## config.mk

```make
export PLATFORM = sky130hd
export DESIGN_NAME = ex_flag_stage
export DESIGN_NICKNAME = d
export VERILOG_FILES = /design/src/rtl/ex_flag_stage.sv
export SDC_FILE = /design/constraint.sdc
export NUM_CORES = 1
export LEC_CHECK = 0
export CAP_MARGIN = 20
export CORE_ASPECT_RATIO = 0.8
export CORE_MARGIN = 2
export CORE_UTILIZATION = 46
export DETAILED_ROUTE_END_ITERATION = 8
export PLACE_DENSITY = 0.87
export SLEW_MARGIN = 40
export SYNTH_ARGS = -nofsm -noshare
export SYNTH_HDL_FRONTEND = slang
export SYNTH_SLANG_ARGS = --single-unit
```

## constraint.sdc

```tcl
create_clock -name clk -period 6.4 [get_ports clk]
set_input_delay 1.92 -clock clk [delete_from_list [all_inputs] [get_ports clk]]
set_output_delay 1.92 -clock clk [all_outputs]
set_load 0.05 [all_outputs]
```

## src/rtl/ex_flag_stage.sv

```systemverilog
`default_nettype none
// ============================================================================
// Module      : ex_flag_stage
// Description : Execute-stage back end. Resolves carry/zero conditional
//               execution, owns the architectural C/Z flags, registers the
//               surviving ALU result into the EX/MEM pipeline register under
//               stall/flush control and keeps two wrap-around counters.
// Revision    : 1.0 - initial release
// ============================================================================
module ex_flag_stage #(
  parameter int WIDTH = 16,
  parameter int RA_W  = 3
) (
  input  logic             clk,
  input  logic             rst,
  input  logic             in_valid,
  input  logic [WIDTH-1:0] alu_result,
  input  logic             alu_carry,
  input  logic [1:0]       cond,
  input  logic             c_we,
  input  logic             z_we,
  input  logic [RA_W-1:0]  rd_addr,
  input  logic             rd_we,
  input  logic             mem_rd,
  input  logic             mem_wr,
  input  logic [WIDTH-1:0] store_data,
  input  logic             stall,
  input  logic             flush,
  output logic             c_flag,
  output logic             z_flag,
  output logic             em_valid,
  output logic [WIDTH-1:0] em_result,
  output logic [RA_W-1:0]  em_rd_addr,
  output logic             em_rd_we,
  output logic             em_mem_rd,
  output logic             em_mem_wr,
  output logic [WIDTH-1:0] em_store_data,
  output logic [15:0]      retired_cnt,
  output logic [15:0]      squash_cnt
);

  // Condition field encodings.
  localparam logic [1:0] c_COND_ALWAYS = 2'b00;
  localparam logic [1:0] c_COND_IF_C   = 2'b01;
  localparam logic [1:0] c_COND_IF_Z   = 2'b10;

  localparam logic [15:0] c_CNT_ONE = 16'd1;

  // Architectural flags.
  logic             r_c_flag;
  logic             r_z_flag;

  // EX/MEM pipeline register.
  logic             r_em_valid;
  logic [WIDTH-1:0] r_em_result;
  logic [RA_W-1:0]  r_em_rd_addr;
  logic             r_em_rd_we;
  logic             r_em_mem_rd;
  logic             r_em_mem_wr;
  logic [WIDTH-1:0] r_em_store_data;

  // Performance counters (free-running wrap).
  logic [15:0]      r_retired_cnt;
  logic [15:0]      r_squash_cnt;

  logic             w_cond_met;
  logic             w_z_next;

  // Condition check against the registered flags only, so a flag-producing
  // instruction is seen by its successor without any bypass network.
  always_comb begin
    w_cond_met = (cond == c_COND_ALWAYS)
               | ((cond == c_COND_IF_C) & r_c_flag)
               | ((cond == c_COND_IF_Z) & r_z_flag);
    w_z_next   = (alu_result == '0);
  end

  // Flag, EX/MEM and counter update: flush beats stall beats normal flow.
  always_ff @(posedge clk or posedge rst) begin
    if (rst) begin
      r_c_flag        <= 1'b0;
      r_z_flag        <= 1'b0;
      r_em_valid      <= 1'b0;
      r_em_result     <= '0;
      r_em_rd_addr    <= '0;
      r_em_rd_we      <= 1'b0;
      r_em_mem_rd     <= 1'b0;
      r_em_mem_wr     <= 1'b0;
      r_em_store_data <= '0;
      r_retired_cnt   <= '0;
      r_squash_cnt    <= '0;
    end else if (flush) begin
      // Squash: drop the EX instruction even if downstream is stalled.
      r_em_valid      <= 1'b0;
      r_em_result     <= '0;
      r_em_rd_addr    <= '0;
      r_em_rd_we      <= 1'b0;
      r_em_mem_rd     <= 1'b0;
      r_em_mem_wr     <= 1'b0;
      r_em_store_data <= '0;
      if (in_valid) begin
        r_squash_cnt <= r_squash_cnt + c_CNT_ONE;
      end
    end else if (!stall) begin
      if (in_valid && w_cond_met) begin
        r_em_valid      <= 1'b1;
        r_em_result     <= alu_result;
        r_em_rd_addr    <= rd_addr;
        r_em_rd_we      <= rd_we;
        r_em_mem_rd     <= mem_rd;
        r_em_mem_wr     <= mem_wr;
        r_em_store_data <= store_data;
        if (c_we) begin
          r_c_flag <= alu_carry;
        end
        if (z_we) begin
          r_z_flag <= w_z_next;
        end
        r_retired_cnt <= r_retired_cnt + c_CNT_ONE;
      end else begin
        // Condition failed or empty slot: pass a bubble downstream.
        r_em_valid      <= 1'b0;
        r_em_result     <= '0;
        r_em_rd_addr    <= '0;
        r_em_rd_we      <= 1'b0;
        r_em_mem_rd     <= 1'b0;
        r_em_mem_wr     <= 1'b0;
        r_em_store_data <= '0;
        if (in_valid) begin
          r_squash_cnt <= r_squash_cnt + c_CNT_ONE;
        end
      end
    end
    // Stall without flush: every register holds its value.
  end

  assign c_flag        = r_c_flag;
  assign z_flag        = r_z_flag;
  assign em_valid      = r_em_valid;
  assign em_result     = r_em_result;
  assign em_rd_addr    = r_em_rd_addr;
  assign em_rd_we      = r_em_rd_we;
  assign em_mem_rd     = r_em_mem_rd;
  assign em_mem_wr     = r_em_mem_wr;
  assign em_store_data = r_em_store_data;
  assign retired_cnt   = r_retired_cnt;
  assign squash_cnt    = r_squash_cnt;

endmodule
`default_nettype wire

```

==> run_results.csv <==
group,metric,value,unit
synth,yosysSeqAreaShare,62.18,%
setup_path,path_max_fanout,52,
detailed_routing,drt_wl_total,7.090,mm
setup_path,required,6620,ps
sta,period_needed,3771,ps
setup_path,path_class,"primary input to flop",
finish,synthToLayoutAreaGrowth,51.70,%
clocking,cts-root-buf,"clkbuf_8",
sta,tightest_slew,637.3,ps
clocking,cts_sinks,73,
detailed_routing,dr.first_iter.drc_count,84,
clocking,numCtsBuffers,9,
sta,slew_headroom,57.52,%
sta,setup_viol,0,
synth,synth.distinct_cells,27,
sta,rsz0062_at_grt,"no",
die,dieArea,7046,um^2
job,drv.max_cap_violation_count,0,
finish,final_nets,404,
detailed_routing,ant_nets,0,
die,coreArea,6279,um^2
synth,syn_area_per_cell,12.83,um^2
detailed_routing,vias_per_cell,5.205,
grt,grt_max_degree,74,
pwr,leakagePower,1.979,nW
clocking,cts_resized,0,
detailed_routing,drc,0,
finish,layout-drive-gt1-share,7.799,%
synth,synth_nets,279,
sta,hold_viol,0,
sta,slew_viol_final,0,
placed_design,hpwl,5.089,mm
die,io_pins,121,
placed_design,io_buffers,120,
detailed_routing,firstDrtPassIters,4,
die,die_x,93.35,um
die,placementRows,26,
grt,grt_overflow,0,
synth,netlist_area,2938,um^2
synth,ys_warn_count,0,
detailed_routing,drt-wirelength-per-cell,16.00,um
sta,hold_slack,468.8,ps
die,die_y,75.48,um
grt,antenna_found_initial,0,
status,status,"completed",
die,initial_utilization,46.79,%
detailed_routing,vias,2306,
finish,diodes,0,
sta,skew,6.346,ps
worst_hold_path,hp-class,"flop to flop",
clocking,h-tree-depth,3,
sta,finalSetupTns,0,ps
clocking,clkSlewWorstSetupHoldPaths,70,ps
grt,grt_pass1_wl,10.58,mm
clocking,cts_buffer_depth,2,
synth,synthCells,229,
sta,max_freq,0.2652,GHz
grt,grt_pass1_vias,2180,
finish,utilization,70.98,%
pwr,p_per_area,273.8,nW/um^2
grt,grt_usage,20.19,%
clocking,cts_tree,"yes",
finish,n_fill_cell,459,
clocking,clock_latency,330,ps
pwr,vdd_ir_drop_max,112.9,uV
setup_path,worst_setup_path_start_kind,"primary input",
setup_path,crit_path_end_kind,"flop",
setup_path,cp.arrival,3990,ps
placed_design,gp_congestion,0.7518,
clocking,cts_setup_buffers,0,
sta,period_share,58.91,%
synth,ys_seq_elements,73,
clocking,cts_hold_buf,0,
[worst paths after layout]
check / startpoint / slack [ps] / cells past startpoint / end
min in group asynchronous: rst / 2060 / 3 / retired_cnt[11]
worst min-delay path: squash_cnt[15] / 470 / 1 / squash_cnt[15]
worst min register to register: squash_cnt[15] / 470 / 1 / squash_cnt[15]
max in group asynchronous: rst / 3890 / 3 / retired_cnt[5]
worst max-delay path: flush / 2630 / 7 / retired_cnt[13]
worst max register to register: z_flag / 4330 / 6 / retired_cnt[13]
[power by group]
part	switching [mW]	internal, mW
logic	0.185	0.115
clock network	0.167	0.219
registers	0.0404	0.494
[final cells by class]
type / count / area [um^2] / area share, %
clock buffer: 9 / 123.9 / 2.779
clock inverter: 7 / 95.09 / 2.134
inverter: 4 / 15.01 / 0.3369
sequential: 73 / 1827 / 40.99
tap: 84 / 105.1 / 2.358
timing repair buffer: 123 / 1227 / 27.54
multi-input combinational: 143 / 1064 / 23.86
[synth_stat cells]
master      n  area [um^2]
ha_1        2        25.02
dfrtp_1    73         1827
and4_1      4        35.03
a21o_1      1        7.510
nand2_1    14        52.55
and3_1      2        12.51
xor2_1     14        122.6
nand2b_1    2        12.51
inv_1       4        15.01
nand2b_4    1        13.76
nor4_2      1        12.51
o21ai_0     1        5.000
a2111oi_4   1        27.53
xnor2_1    16        140.1
buf_2       1        5.000
a211o_1     1        8.760
nor2b_2     1        8.760
a22o_1     38        332.8
nor2_1     12        45.04
nand4_1     7        43.79
mux2_2      3        33.78
nor3_1      2        10.01
clkbuf_1    8        30.03
nor2b_1     2        12.51
and2_1      2        12.51
nand3_1    11        55.05
nor4_1      5        31.28
[flip-flops by register name, summed over array words and instances (netlist names)]
signal / count
em_result: 16
em_store_data: 16
retired_cnt: 16
squash_cnt: 16
em_rd_addr: 3
c_flag: 1
em_mem_rd: 1
em_mem_wr: 1
em_rd_we: 1
em_valid: 1
z_flag: 1
[critical path, cell delays in order]
cell,delay (ps)
clkdlybuf4s50_1,480
nand2b_1,210
a2111oi_4,270
buf_4,500
and4_1,330
nand4_1,130
xnor2_1,140
[cell usage in the layout, fill, tap and decap left out, types with 2 or more instances in the layout]
cell	netlist	final
clkdlybuf4s50_1	0	120
dfrtp_1	73	73
a22o_1	38	38
xnor2_1	16	16
nand2_1	14	14
xor2_1	14	14
nor2_1	12	12
nand3_1	11	11
clkbuf_8	0	9
nand4_1	7	7
nor4_1	5	5
and4_1	4	4
mux2_2	3	3
inv_1	4	3
nor2b_2	1	2
nand2b_1	2	2
and3_1	2	2
nor3_1	2	2
and2_1	2	2
ha_1	2	2
bufinv_16	0	2
clkinv_2	0	2
clkinv_4	0	2
buf_4	0	2
[metal layers]
metal	global-route usage [%]	wire length [um]	up-vias
met5	0	0	-
li1	-	-	1077
met3	7.715	608	2
met1	26.26	2993	1124
met2	32.69	3459	103
met4	4.902	29	0
[kinds of logic (layout without fill, tap and decap cells)]
kind of cell,count (synthesis),count (layout),share of synthesized area (%)
flops,73,73,62.18
simple gates,66,66,12.18
mux,3,3,1.150
buf+inv,13,143,1.703
xor+xnor,30,30,8.944
compound gates,42,42,12.99
fa+ha+maj,2,2,0.8517
[stage by stage]
stage	instances	total power [mW]	worst slack (ps)	area, um^2
floorplan	229	0.7170	2627	2938
global placement	427	0.8393	2360	4234
detailed placement	427	0.8445	2268	4238
CTS	443	1.233	2626	4457
global route	443	1.271	2429	4457
finish	443	1.220	2630	4457
No activity file was read; power rests on OpenSTA's default activity.
